[src/rtl/uart_pkg.sv]
// uart_pkg
// Definitions shared by the UART receiver and transmitter:
//   - parity_mode encodings (PAR_ODD / PAR_EVEN / PAR_MARK / PAR_SPACE)
//   - the frame FSM state encoding
//   - baud_div(): 16x oversample divisor for each baud_sel code
//   - parity_bit(): expected parity bit for a character
// No ports; import with `import uart_pkg::*;`.
package uart_pkg;

    localparam int unsigned OVERSAMPLE_RATE = 16;
    localparam int          DIV_W           = 16;

    localparam logic [1:0] PAR_ODD   = 2'b11;
    localparam logic [1:0] PAR_EVEN  = 2'b10;
    localparam logic [1:0] PAR_MARK  = 2'b01;
    localparam logic [1:0] PAR_SPACE = 2'b00;

    typedef enum logic [2:0] {
        IDLE   = 3'd0,
        START  = 3'd1,
        DATA   = 3'd2,
        PARITY = 3'd3,
        STOP1  = 3'd4,
        STOP2  = 3'd5
    } uart_state_t;

    // Baud rate for each baud_sel code.
    function automatic int unsigned baud_rate(input logic [2:0] baud_sel);
        int unsigned rate;
        case (baud_sel)
            3'd0:    rate = 9600;
            3'd1:    rate = 19200;
            3'd2:    rate = 38400;
            3'd3:    rate = 57600;
            3'd4:    rate = 115200;
            3'd5:    rate = 230400;
            3'd6:    rate = 460800;
            default: rate = 921600;
        endcase
        return rate;
    endfunction

    // Rounded clock divisor producing one oversample tick. Meant to be
    // evaluated at elaboration time into a constant table; clamped to 1 so a
    // very slow clock still produces ticks.
    function automatic logic [DIV_W-1:0] baud_div(
        input int unsigned clk_freq_hz,
        input logic [2:0]  baud_sel,
        input int unsigned oversample = OVERSAMPLE_RATE
    );
        int unsigned den;
        int unsigned quo;
        den = oversample * baud_rate(baud_sel);
        quo = (clk_freq_hz + den / 2) / den;
        if (quo == 0) begin
            quo = 1;
        end
        return DIV_W'(quo);
    endfunction

    // Expected parity bit for an 8-bit character. In 7-bit mode the caller
    // passes bit 7 as zero, so it does not disturb the result.
    function automatic logic parity_bit(input logic [1:0] mode, input logic [7:0] bits);
        logic p;
        case (mode)
            PAR_ODD:  p = ~^bits;
            PAR_EVEN: p = ^bits;
            PAR_MARK: p = 1'b1;
            default:  p = 1'b0;
        endcase
        return p;
    endfunction

endpackage

[src/rtl/uart_baud_tick.sv]
// uart_baud_tick
// Free-running divisor counter emitting a one-clock oversample tick every
// `div` clocks. A synchronous clear restarts the count so the tick phase can
// be aligned to an external event (the start edge in the receiver).
// Ports:
//   clk   in  1      system clock
//   rst   in  1      asynchronous active-low reset
//   clear in  1      synchronous restart of the count; no tick while high
//   div   in  DIV_W  clocks per tick (>= 1)
//   tick  out 1      one-clock pulse, first one `div` clocks after clear drops
module uart_baud_tick
    import uart_pkg::*;
(
    input  logic             clk,
    input  logic             rst,
    input  logic             clear,
    input  logic [DIV_W-1:0] div,
    output logic             tick
);

    logic [DIV_W-1:0] count;

    // The >= compare keeps the counter bounded if div shrinks while running.
    always_ff @(posedge clk or negedge rst) begin
        if (!rst) begin
            count <= '0;
            tick  <= 1'b0;
        end else if (clear) begin
            count <= '0;
            tick  <= 1'b0;
        end else if (count >= div - 1'b1) begin
            count <= '0;
            tick  <= 1'b1;
        end else begin
            count <= count + 1'b1;
            tick  <= 1'b0;
        end
    end

endmodule

[src/rtl/uart_rx.sv]
// uart_rx
// UART receiver: 16x oversampling, 7/8 data bits LSB-first, optional parity
// (odd/even/mark/space), 1 or 2 stop bits. Each character is presented with a
// one-cycle valid strobe plus held parity and framing error flags.
// Ports:
//   clk           in  1  system clock
//   rst           in  1  asynchronous active-low reset
//   en            in  1  receiver enable; low aborts any frame
//   baud_sel      in  3  baud rate code (9600 .. 921600)
//   data_size     in  1  0: 7 data bits, 1: 8 data bits
//   parity_en     in  1  parity bit present after the data
//   parity_mode   in  2  11 odd, 10 even, 01 mark, 00 space
//   stop_bit_size in  1  0: 1 stop bit, 1: 2 stop bits
//   rx            in  1  serial line, idle high, asynchronous
//   data          out 8  last character (bit 7 zero in 7-bit mode)
//   valid         out 1  one-cycle strobe when data/flags are updated
//   parity_error  out 1  parity mismatch on the last character
//   frame_error   out 1  a stop bit of the last character sampled low
//   busy          out 1  frame in progress
module uart_rx
    import uart_pkg::*;
#(
    parameter int unsigned CLK_FREQ_HZ = 100_000_000,
    parameter int unsigned OVERSAMPLE  = 16
) (
    input  logic       clk,
    input  logic       rst,
    input  logic       en,
    input  logic [2:0] baud_sel,
    input  logic       data_size,
    input  logic       parity_en,
    input  logic [1:0] parity_mode,
    input  logic       stop_bit_size,
    input  logic       rx,
    output logic [7:0] data,
    output logic       valid,
    output logic       parity_error,
    output logic       frame_error,
    output logic       busy
);

    localparam int              OS_W    = $clog2(OVERSAMPLE);
    localparam logic [OS_W-1:0] OS_MID  = OS_W'(OVERSAMPLE / 2 - 1);
    localparam logic [OS_W-1:0] OS_LAST = OS_W'(OVERSAMPLE - 1);

    localparam logic [DIV_W-1:0] DIV_TABLE [8] = '{
        baud_div(CLK_FREQ_HZ, 3'd0, OVERSAMPLE),
        baud_div(CLK_FREQ_HZ, 3'd1, OVERSAMPLE),
        baud_div(CLK_FREQ_HZ, 3'd2, OVERSAMPLE),
        baud_div(CLK_FREQ_HZ, 3'd3, OVERSAMPLE),
        baud_div(CLK_FREQ_HZ, 3'd4, OVERSAMPLE),
        baud_div(CLK_FREQ_HZ, 3'd5, OVERSAMPLE),
        baud_div(CLK_FREQ_HZ, 3'd6, OVERSAMPLE),
        baud_div(CLK_FREQ_HZ, 3'd7, OVERSAMPLE)
    };

    uart_state_t state;
    uart_state_t next_state;

    logic             rx_meta;
    logic             rx_s;
    logic             tick;
    logic             tick_clear;
    logic [DIV_W-1:0] div;
    logic [OS_W-1:0]  os_cnt;
    logic             sample;
    logic [2:0]       bit_cnt;
    logic             last_bit;
    logic [7:0]       shreg;
    logic             par_acc;
    logic             frm_acc;
    logic             armed;
    logic             start_frame;
    logic             finish;
    logic             abort;

    logic [2:0]       cfg_baud;
    logic             cfg_size;
    logic             cfg_pen;
    logic [1:0]       cfg_pmode;
    logic             cfg_stop2;

    // Two-flop synchronizer. It resets low so that, after reset, the line has
    // to be seen high before start detection can arm.
    always_ff @(posedge clk or negedge rst) begin
        if (!rst) begin
            rx_meta <= 1'b0;
            rx_s    <= 1'b0;
        end else begin
            rx_meta <= rx;
            rx_s    <= rx_meta;
        end
    end

    // Holding the tick counter clear throughout IDLE restarts its phase on the
    // cycle the start edge is accepted.
    assign tick_clear = (state == IDLE);
    assign div        = DIV_TABLE[cfg_baud];

    uart_baud_tick u_tick (
        .clk   (clk),
        .rst   (rst),
        .clear (tick_clear),
        .div   (div),
        .tick  (tick)
    );

    // The start bit is sampled half a bit in; every later sample falls a full
    // bit after the previous one.
    assign sample   = tick && ((state == START) ? (os_cnt == OS_MID) : (os_cnt == OS_LAST));
    assign last_bit = (bit_cnt == (cfg_size ? 3'd7 : 3'd6));
    assign abort    = (state != IDLE) && !en;

    always_ff @(posedge clk or negedge rst) begin
        if (!rst) begin
            state <= IDLE;
        end else begin
            state <= next_state;
        end
    end

    always_comb begin
        next_state  = state;
        start_frame = 1'b0;
        finish      = 1'b0;
        if (abort) begin
            next_state = IDLE;
        end else begin
            case (state)
                IDLE: begin
                    if (en && armed && !rx_s) begin
                        next_state  = START;
                        start_frame = 1'b1;
                    end
                end
                START: begin
                    if (sample) begin
                        next_state = rx_s ? IDLE : DATA;
                    end
                end
                DATA: begin
                    if (sample && last_bit) begin
                        next_state = cfg_pen ? PARITY : STOP1;
                    end
                end
                PARITY: begin
                    if (sample) begin
                        next_state = STOP1;
                    end
                end
                STOP1: begin
                    if (sample) begin
                        if (cfg_stop2) begin
                            next_state = STOP2;
                        end else begin
                            next_state = IDLE;
                            finish     = 1'b1;
                        end
                    end
                end
                STOP2: begin
                    if (sample) begin
                        next_state = IDLE;
                        finish     = 1'b1;
                    end
                end
                default: next_state = IDLE;
            endcase
        end
    end

    always_ff @(posedge clk or negedge rst) begin
        if (!rst) begin
            os_cnt <= '0;
        end else if (state == IDLE || sample) begin
            os_cnt <= '0;
        end else if (tick) begin
            os_cnt <= os_cnt + 1'b1;
        end
    end

    // Frame configuration is frozen at the start edge so mid-frame changes on
    // the inputs cannot corrupt the character being received.
    always_ff @(posedge clk or negedge rst) begin
        if (!rst) begin
            cfg_baud  <= '0;
            cfg_size  <= 1'b0;
            cfg_pen   <= 1'b0;
            cfg_pmode <= '0;
            cfg_stop2 <= 1'b0;
        end else if (start_frame) begin
            cfg_baud  <= baud_sel;
            cfg_size  <= data_size;
            cfg_pen   <= parity_en;
            cfg_pmode <= parity_mode;
            cfg_stop2 <= stop_bit_size;
        end
    end

    // Data bits land at their own index in a cleared register, which leaves
    // bit 7 at zero for 7-bit characters and feeds parity directly.
    always_ff @(posedge clk or negedge rst) begin
        if (!rst) begin
            shreg   <= '0;
            bit_cnt <= '0;
            par_acc <= 1'b0;
            frm_acc <= 1'b0;
        end else if (start_frame) begin
            shreg   <= '0;
            bit_cnt <= '0;
            par_acc <= 1'b0;
            frm_acc <= 1'b0;
        end else if (sample) begin
            case (state)
                DATA: begin
                    shreg[bit_cnt] <= rx_s;
                    bit_cnt        <= bit_cnt + 1'b1;
                end
                PARITY: par_acc <= rx_s ^ parity_bit(cfg_pmode, shreg);
                STOP1, STOP2: begin
                    if (!rx_s) begin
                        frm_acc <= 1'b1;
                    end
                end
                default: ;
            endcase
        end
    end

    // Once a frame has finished or been aborted, the line must go high before
    // another start is accepted; a held-low break then yields one character.
    always_ff @(posedge clk or negedge rst) begin
        if (!rst) begin
            armed <= 1'b0;
        end else if (finish || abort) begin
            armed <= 1'b0;
        end else if (state == IDLE && rx_s) begin
            armed <= 1'b1;
        end
    end

    // The final stop sample is still in rx_s on the finishing edge, so it is
    // folded into the frame error here rather than through frm_acc.
    always_ff @(posedge clk or negedge rst) begin
        if (!rst) begin
            data         <= '0;
            valid        <= 1'b0;
            parity_error <= 1'b0;
            frame_error  <= 1'b0;
        end else begin
            valid <= finish;
            if (finish) begin
                data         <= shreg;
                parity_error <= par_acc;
                frame_error  <= frm_acc | ~rx_s;
            end
        end
    end

    // busy covers the valid cycle so it always drops after the strobe.
    assign busy = (state != IDLE) || valid;

endmodule

[config.mk]
export PLATFORM = sky130hd
export DESIGN_NAME = uart_rx
export DESIGN_NICKNAME = d
export VERILOG_FILES = /design/src/rtl/uart_pkg.sv /design/src/rtl/uart_baud_tick.sv /design/src/rtl/uart_rx.sv
export SDC_FILE = /design/constraint.sdc
export NUM_CORES = 1
export LEC_CHECK = 0
export ABC_CLOCK_PERIOD_IN_PS = 4200
export BUFFER_PORTS_ARGS = -buffer_cell sky130_fd_sc_hd__buf_2
export CORE_MARGIN = 10
export CORE_UTILIZATION = 45
export DETAILED_ROUTE_END_ITERATION = 6
export SYNTH_ARGS = -nofsm -noshare
export SYNTH_HDL_FRONTEND = slang
export SYNTH_SLANG_ARGS = --single-unit
[constraint.sdc]
create_clock -name clk -period 4.2 [get_ports clk]
set_input_delay 1.26 -clock clk [delete_from_list [all_inputs] [get_ports clk]]
set_output_delay 1.26 -clock clk [all_outputs]
set_load 0.02 [all_outputs]
==> flow_summary_export.csv, run 1 <==
group,metric,value,unit
run_status,outcome,"finished clean",
final_layout,area_growth_syn_to_layout,11.7,%
critical_path,path_max_fanout,11,
global_routing,first_global_vias,2366,
clock_network,cts-root-buf,"clkbuf_8",
final_layout,diodes,0,
yosys,synth_top_cell_area_share,44.2,%
timing,period_share,75.8,%
placed_design,dp.final_hpwl,4.67,mm
critical_path,worst_ep_required_time,4450,ps
clock_network,cts_buffers,9,
critical_path,r2r_slack,1020,ps
floorplanning,fp.coreArea,7210,µm²
min_path,hp-class,"flop to flop",
job,max_cap_violations,0,
yosys,netlist_area,3340,µm²
drt,drt-initial-drc-count,137,
timing,rsz0062_at_grt,"false",
global_routing,use_met1,16.6,%
global_routing,antenna_found_initial,0,
timing,max-slew-margin-rel,56.2,%
timing,tns,0,ps
final_layout,nets,388,
power,pwr_density_cell,480,nW/µm²
global_routing,top_usage_layer,"met2",
placed_design,io_buffers,23,
yosys,synth-async-reset-ratio,100,%
clock_network,cts.hold.buffers_added,0,
final_layout,layout.cells.non_filler,457,
critical_path,crit_type,"flop to flop",
drt,drc_errors,0,
clock_network,post_cts_buffers,0,
clock_network,clk-insertion-delay-late,320,ps
critical_path,endpoint_kind,"flop",
global_routing,overflow,0,
timing,max_freq,314,MHz
placed_design,gp_congestion,0.820,
clock_network,h-tree-depth,3,
drt,wl_per_cell,14.1,µm
power,p_leak,1.76,nW
power,peakVddDrop,0.000206,V
final_layout,layout-drive-gt1-share,17.9,%
drt,wirelength,6.44,mm
yosys,yosys-top-cells-area,"dfrtp_1, ha_1, nand2_1, xnor2_1, mux2_4",
global_routing,grt_max_degree,28,
clock_network,cts_resized,0,
global_routing,track_usage,12.3,%
clock_network,cts_tree,"done",
global_routing,grt_first_pass_wirelength,11.3,mm
floorplanning,die_y,106,µm
yosys,synth_ff_type,"dfrtp_1",
yosys,syn_area_per_cell,10.3,µm²
floorplanning,fp-row-count,31,
yosys,synth_most_common_cell,"dfrtp_1",
timing,skew,7.14,ps
final_layout,multi_input_area,1730,µm²
floorplanning,ios,24,
timing,setup_viol,0,
global_routing,grt_use_met2,18.0,%
clock_network,cts_sinks,59,
final_layout,n_fill_cell,700,
yosys,ys_types,58,
floorplanning,start_util,46.3,%
timing,fin_crit,3180,ps
timing,tightestPinTransition,657,ps
clock_network,path_clk_slew,60,ps
yosys,synth_common_cells,"dfrtp_1, nand2_1, nor2_1",
timing,hold_viol_final,0,
drt,first_pass_iters,4,
drt,vias_per_cell,5.10,
drt,drtAntennaViolNets,0,
floorplanning,fp.dieArea,11300,µm²
yosys,synth_largest_area_cell,"dfrtp_1",
final_layout,seq_area,1480,µm²
yosys,synth_edf_count,0,
floorplanning,die_w,106,µm
clock_network,ctsLongestPathBuffers,2,
global_routing,use_met3,4.11,%
yosys,ys_ff_latch,59,
critical_path,startpoint_type,"flop",
placed_design,dpl.cell_count,442,
yosys,synth_cells,325,
drt,vias,2329,
yosys,synth_warnings,0,
yosys,synth_seq_area_share,44.2,%
timing,maxSlewViolCount,0,
critical_path,arrival,3440,ps
-- kinds of logic after synthesis --
kind of cell,Yosys count,synth area share [%]
simple gates,127,21.4
flops,59,44.2
compound gates,43,7.98
buf+inv,28,4.35
xor+xnor,25,6.56
fa+ha+maj,22,8.25
mux,20,7.16
other cells,1,0.112
-- where the power goes --
| part | internal (mW) | leakage [nW] | total, mW | switching [mW] |
|---|---|---|---|---|
| Sequential | 0.630 | 0.789 | 0.735 | 0.104 |
| Clock | 0.303 | 0.0995 | 0.505 | 0.202 |
| Combinational | 0.236 | 0.874 | 0.550 | 0.315 |
| Total | 1.17 | 1.76 | 1.79 | 0.621 |
-- cell type report --
type	count	share of cell area, %
repair buffers	27	3.89
clock inverters	2	0.940
multi-input cells	242	46.5
clock buffers	13	4.26
well taps	99	3.32
flip-flops and latches	59	39.6
inverters	15	1.51
-- critical path, cell delays in order (launching register included) --
cell and delay (ps):
dfrtp_1 490, inv_1 210, ha_1 220, or2_2 300
or4_1 520, xnor2_1 160, a21boi_0 110, ha_1 200
nor4_1 240, nand4b_1 150, a41o_1 370, nor2_1 150
-- per-stage QoR --
stage	cell area [µm²]	power [mW]	hold WS (ps)	setup slack, ps	util [%]
2_1_floorplan	3350	1.15	331	1330	-
3_3_place_gp	3530	1.28	333	1140	49.0
3_5_place_dp	3530	1.30	340	996	49.0
4_1_cts	3730	1.81	354	988	51.7
5_1_grt	3730	1.93	357	700	51.7
6_report	3730	1.79	349	1020	51.7
-- sequential cells by signal (all words and copies together), names as in the netlist, 2 cells and up --
register and count:
bit_cnt 3, cfg_baud 3, cfg_pmode 2, data 8, os_cnt 4, shreg 8, state 3, u_tick.count 16
-- layer usage --
layer  wire length (µm)  up-vias  part of all wire, %
li1                   -     1177                    -
met1               3280     1118                   51
met2               2830       28                   44
met3                250        6                  3.9
met4                 72        0                  1.1
met5                  0        -                    0
-- cell usage in the layout, fill, tap and decap left out, drive strengths merged, types with 4 or more instances in the layout --
master and count:
dfrtp 59, buf 27, nand4 6, nor3b 5, nor4 4, nand2 41
xnor2 15, ha 22, conb 5, a21oi 13, nand2b 8, nor2 25
inv 14, clkbuf 13, o21ai 12, nand3b 4, mux2 10, nor2b 4
xor2 10, nor3 8, mux2i 10, nand3 10
-- path summary, 6_finish.rpt --
| kind | startpoint | to | cells after the start |
|---|---|---|---|
| max | cfg_baud[2] | u_tick.count[7] | 11 |
| min | rx_meta | rx_s | 0 |
| max reg2reg | cfg_baud[2] | u_tick.count[7] | 11 |
| min reg2reg | rx_meta | rx_s | 0 |
| max in group asynchronous | rst | u_tick.count[14] | 2 |
| min in group asynchronous | rst | os_cnt[0] | 1 |
Note: power is estimated with default switching activity, not from simulation.
==> run 2, diff against run 1 <==
--- a/config.mk
+++ b/config.mk
@@ -5,7 +5,8 @@
 export SDC_FILE = /design/constraint.sdc
 export NUM_CORES = 1
 export LEC_CHECK = 0
-export ABC_CLOCK_PERIOD_IN_PS = 4200
+export ABC_AREA = 1
+export ABC_CLOCK_PERIOD_IN_PS = 3100
 export BUFFER_PORTS_ARGS = -buffer_cell sky130_fd_sc_hd__buf_2
 export CORE_MARGIN = 10
 export CORE_UTILIZATION = 45
==> constraint.sdc (replaced) <==
create_clock -name clk -period 3.1 [get_ports clk]
set_input_delay 0.93 -clock clk [delete_from_list [all_inputs] [get_ports clk]]
set_output_delay 0.93 -clock clk [all_outputs]
set_load 0.02 [all_outputs]
==> flow_summary_export.csv, run 2 <==
group,metric,value,unit
run_status,outcome,"finished clean",
yosys,ys_types,36,
power,p_int,1.61,mW
critical_path,endpoint_kind,"flop",
global_routing,antenna_found_initial,0,
drt,wirelength,7.13,mm
power,p_leak,1.90,nW
clock_network,clk-insertion-delay-late,340,ps
job,max_cap_violations,0,
placed_design,preCtsSetupSlack,151,ps
yosys,synth_warnings,0,
floorplanning,fp.dieArea,11600,µm²
final_layout,diodes,0,
critical_path,crit_type,"flop to flop",
timing,max-slew-margin-rel,44.8,%
yosys,synth_most_common_cell,"nand2_1",
clock_network,cts_buffers,9,
global_routing,track_usage,13.5,%
yosys,synth_largest_area_cell,"dfrtp_1",
final_layout,layout.cells.non_filler,568,
critical_path,path_cells,"inv_1 > ha_1 > xor2_1 > nand2_1 > nand2_1 > nand3_1 > xor2_1 > ha_1 > nand2_1 > inv_1 > nor4_4 > nand4_4 > nor2_1",
yosys,synthAdderAreaFrac,7.95,%
timing,rsz0062_at_grt,"false",
yosys,synth_cells,431,
timing,final.setup.worst_slack,342,ps
floorplanning,start_util,47.0,%
drt,drc_errors,0,
critical_path,path_max_fanout,10,
timing,maxSlewViolCount,0,
timing,max_freq,363,MHz
clock_network,cts_sinks,59,
critical_path,path_common_cell,"nand2_1",
floorplanning,fp-row-count,31,
clock_network,cts-root-buf,"clkbuf_8",
placed_design,dpl.cell_count,553,
timing,hold_viol_final,0,
clock_network,cts.hold.buffers_added,0,
final_layout,seq_area,1480,µm²
placed_design,gp_congestion,0.838,
final_layout,largest_registers,"u_tick.count x16, data x8, shreg x8",
yosys,synth-xor-area-share,3.54,%
drt,drtAntennaViolNets,0,
global_routing,grt_max_degree,37,
timing,skew,9.43,ps
critical_path,critical_path.max_stage_delay,450,ps
final_layout,n_fill_cell,721,
timing,tns,0,ps
critical_path,arrival,3030,ps
drt,vias_per_cell,4.92,
global_routing,grt_first_pass_wirelength,12.7,mm
final_layout,finish.instance_area,3870,µm²
floorplanning,die_w,108,µm
drt,first_pass_iters,4,
placed_design,dp.final_hpwl,5.26,mm
yosys,synth_seq_area_share,42.6,%
final_layout,largest_reg_flops,16,
placed_design,dpl_cell_area,3680,µm²
critical_path,slowest_stage,"dfrtp_2",
global_routing,overflow,0,
timing,tightestPinTransition,828,ps
power,power_frac_clock,24.8,%
yosys,syn_area_per_cell,8.03,µm²
yosys,synth-simple-area-share,29.5,%
power,swShare,41.0,%
clock_network,path_clk_slew,70,ps
power,p_comb_share,38.5,%
critical_path,worst_ep_required_time,3370,ps
min_path,hp-class,"flop to flop",
final_layout,largest_register,"u_tick.count",
yosys,synth_top_cell_area_share,42.6,%
yosys,netlist_area,3460,µm²
power,p_sw,1.12,mW
yosys,synth_ff_type,"dfrtp_1",
final_layout,nets,499,
yosys,synth_edf_count,0,
final_layout,final_common_cell,"nand2_1",
clock_network,ctsLongestPathBuffers,2,
drt,wl_per_cell,12.6,µm
floorplanning,fp.coreArea,7370,µm²
clock_network,cts_tree,"done",
yosys,synth-async-reset-ratio,100,%
drt,vias,2792,
yosys,synth_compound_area_share,9.40,%
critical_path,startpoint_type,"flop",
power,seqPwrFrac,36.8,%
timing,period_share,89.0,%
timing,fin_crit,2760,ps
placed_design,io_buffers,23,
yosys,synth_top_family_by_area,"simple AND/OR/NAND/NOR gates",
floorplanning,die_y,108,µm
final_layout,layout-drive-gt1-share,15.8,%
global_routing,first_global_vias,2697,
power,peakVddDrop,0.000336,V
power,pwr_density_cell,704,nW/µm²
yosys,synth_common_cells,"nand2_1, dfrtp_1, nor2_1",
yosys,muxShareOfSynthArea,0,%
timing,whs,350,ps
drt,drt-initial-drc-count,117,
yosys,ys_ff_latch,59,
timing,setup_viol,0,
floorplanning,ios,24,
yosys,yosys-top-cells-area,"dfrtp_1, nand2_1, ha_1, nor2_1, inv_1",
clock_network,h-tree-depth,3,
final_layout,most-common-layout-cells,"nand2_1, dfrtp_1, nor2_1",
final_layout,multi_input_area,1770,µm²
final_layout,area_growth_syn_to_layout,11.7,%
[run 2: critical path: cells and delay by family, from the launching register on]
kind	cells	cell delay, ps
xor+xnor	2	370
flops	1	450
fa+ha+maj	2	610
buf+inv	2	190
simple gates	7	1090
[run 2: logic make-up (layout without fill, tap and decap cells)]
group / after synthesis / after routing
other: 1 / 5
DFF: 59 / 59
adders and majority gates: 22 / 22
AOI/OAI and AO/OA: 55 / 55
xor gates and xnor gates: 14 / 14
and+or+nand+nor: 226 / 226
buffers and inverters: 54 / 88
[run 2: what timing repair did]
item / 4_1_cts / 5_1_grt
setup buffers: 0 / 0
resized for setup: 0 / 2
setup endpoints to repair: 0 / 10
[run 2: final cells by class]
class | count | area share [%]
Multi-Input combinational cell | 322 | 45.8
Sequential cell | 59 | 38.2
Inverter | 48 | 4.79
Timing Repair Buffer | 25 | 3.36
Clock buffer | 9 | 3.20
Tap cell | 99 | 3.20
Clock inverter | 6 | 1.49
[run 2: worst paths after layout]
kind,to,from,cells after the start,slack (ps)
max in group asynchronous,state[0],rst,2,1680
worst max-delay path,u_tick.count[9],cfg_baud[0],13,340
worst min-delay path,rx_s,rx_meta,0,350
worst min register to register,rx_s,rx_meta,0,350
worst max register to register,u_tick.count[9],cfg_baud[0],13,340
min in group asynchronous,u_tick.count[9],rst,1,690
[run 2: power groups by stage]
stage / combinational, mW / clock (mW) / sequential (mW)
3_3_place_gp: 1.03 / 0 / 1.01
5_1_grt: 1.25 / 0.749 / 1.02
6_report: 1.05 / 0.674 / 1.00
4_1_cts: 1.05 / 0.706 / 0.998
2_1_floorplan: 0.854 / 0 / 0.976
3_5_place_dp: 1.05 / 0 / 1.01
[run 2: through the flow]
stage	util [%]	power (mW)
3_3_place_gp	49.9	2.04
2_1_floorplan	-	1.83
4_1_cts	52.4	2.76
6_report	52.5	2.72
5_1_grt	52.5	3.02
3_5_place_dp	49.9	2.06
[run 2: layer usage]
metal	wire length, µm	up-vias	track usage [%]
li1	-	1448	-
met1	3690	1279	18.0
met2	2980	54	19.8
met3	343	11	3.47
met4	116	0	6.58
met5	0	-	0
==> run 3, diff against run 2 <==
--- a/config.mk
+++ b/config.mk
@@ -11,6 +11,7 @@
 export CORE_MARGIN = 10
 export CORE_UTILIZATION = 45
 export DETAILED_ROUTE_END_ITERATION = 6
+export SETUP_SLACK_MARGIN = 0.5
 export SYNTH_ARGS = -nofsm -noshare
 export SYNTH_HDL_FRONTEND = slang
 export SYNTH_SLANG_ARGS = --single-unit
==> flow_summary_export.csv, run 3 (synthesis results as in run 2) <==
group,metric,value,unit
critical_path,startpoint_type,"flop",
drt,top_layer_used,"met4",
critical_path,path_cells,"inv_4 > nand2_1 > nor2_4 > clkinv_4 > or2_2 > buf_2",
critical_path,slowest_stage,"dfrtp_2",
clock_network,path_clk_slew,70,ps
floorplanning,ios,24,
run_status,outcome,"finished clean",
critical_path,crit_type,"flop to output pin",
drt,wirelength,7.69,mm
timing,skew,7.86,ps
global_routing,grt_first_pass_wirelength,13.1,mm
drt,first_pass_iters,4,
final_layout,area_growth_syn_to_layout,18.9,%
final_layout,most-common-layout-cells,"nand2_1, dfrtp_1, inv_1",
clock_network,clk-insertion-delay-late,340,ps
global_routing,first_global_vias,2794,
critical_path,arrival,1600,ps
critical_path,path_max_fanout,7,
final_layout,diodes,0,
timing,tns,0,ps
placed_design,dp.final_hpwl,5.26,mm
timing,rsz0062_at_grt,"false",
critical_path,critical_path.max_stage_delay,430,ps
floorplanning,die_y,108,µm
clock_network,cts-root-buf,"clkbuf_8",
clock_network,h-tree-depth,3,
clock_network,cts_sinks,59,
critical_path,crit_buf_inv,3,
placed_design,gp_congestion,0.838,
placed_design,io_buffers,23,
timing,period_share,81.7,%
floorplanning,fp.dieArea,11600,µm²
drt,drt-initial-drc-count,109,
clock_network,cts_tree,"done",
critical_path,crit_family,"simple AND/OR/NAND/NOR gates",
power,pwr_density_cell,738,nW/µm²
timing,fin_crit,2530,ps
timing,final.setup.worst_slack,567,ps
final_layout,layout-drive-gt1-share,22.9,%
final_layout,largest_reg_flops,16,
critical_path,endpoint_kind,"output pin",
drt,vias,2887,
critical_path,r2r_start,"cfg_baud[1]",
timing,max_freq,395,MHz
floorplanning,die_w,108,µm
placed_design,preCtsSetupSlack,151,ps
final_layout,largest_registers,"u_tick.count x16, data x8, shreg x8",
drt,wl_per_cell,13.2,µm
critical_path,r2r_slack,580,ps
final_layout,final_common_cell,"nand2_1",
global_routing,overflow,0,
global_routing,grt_max_degree,37,
drt,drc_errors,0,
power,p_leak,1.98,nW
min_path,hp-class,"flop to flop",
min_path,hold_start,"rx_meta",
critical_path,worst_ep_required_time,2170,ps
drt,wl_met3,370,µm
min_path,holdPathEnd,"rx_s",
power,peakVddDrop,0.000366,V
job,max_cap_violations,0,
floorplanning,fp-row-count,31,
timing,setup_viol,0,
critical_path,worst_r2r_endpoint,"u_tick.count[9]",
floorplanning,start_util,47.0,%
global_routing,antenna_found_initial,0,
floorplanning,fp.coreArea,7370,µm²
clock_network,ctsLongestPathBuffers,2,
final_layout,largest_register,"u_tick.count",
timing,maxSlewViolCount,0,
global_routing,track_usage,14.0,%
min_path,holdPathStages,0,
timing,hold_viol_final,0,
clock_network,cts_buffers,9,
critical_path,rr_worst_depth,11,
timing,tightestPinTransition,826,ps
drt,drtAntennaViolNets,0,
final_layout,nets,515,
drt,route.met2.wl,3.34,mm
timing,max-slew-margin-rel,44.9,%
drt,drt-met1-wl,3.82,mm
clock_network,cts.hold.buffers_added,0,
drt,vias_per_cell,4.94,
## run 3: what timing repair did
item | in CTS | in global routing
setup buffers | 6 | 9
endpoints found under the setup margin | 13 | 13
pin swaps | 4 | 7
cloned | 1 | 0
resized for setup | 10 | 25
## run 3: worst max-delay path by stage
stage | startpoint | end | slack (ps) | cells past startpoint
final | state[1] | busy | 570 | 6
after CTS | cfg_baud[0] | u_tick.tick | 500 | 15
after detailed placement | cfg_baud[0] | u_tick.count[10] | 150 | 13
after global placement | cfg_baud[0] | u_tick.count[2] | 290 | 13
after floorplan | cfg_baud[0] | u_tick.count[0] | 520 | 13
after global routing | cfg_baud[1] | u_tick.count[5] | 440 | 14
## run 3: report_power, final
group | internal (mW) | switching, mW | leakage (nW)
Combinational | 0.541 | 0.823 | 1.10
Sequential | 0.884 | 0.111 | 0.782
Clock | 0.360 | 0.316 | 0.0946
## run 3: per-layer routing
metal  up-vias  global-route usage, %
met5         -                      0
met4         0                   6.68
met3        13                   3.59
met2        57                   20.9
met1      1336                   18.4
li1       1481                      -
## run 3: layout make-up
class / instances / area, µm²
multi-input combinational: 323 / 1890
fill: 694 / 3250
clock buffer: 9 / 124
sequential: 59 / 1480
tap: 99 / 124
timing repair buffer: 40 / 246
clock inverter: 6 / 57.6
inverter: 48 / 195
## run 3: stage by stage
stage | cells | area, µm² | hold slack (ps) | power, mW | util [%]
after global placement | 553 | 3680 | 333 | 2.04 | 49.9
after CTS | 575 | 3950 | 353 | 2.84 | 53.7
after detailed placement | 553 | 3680 | 336 | 2.06 | 49.9
after floorplan | 435 | 3480 | 331 | 1.83 | -
final | 584 | 4120 | 350 | 3.04 | 55.8
after global routing | 584 | 4120 | 374 | 3.34 | 55.8
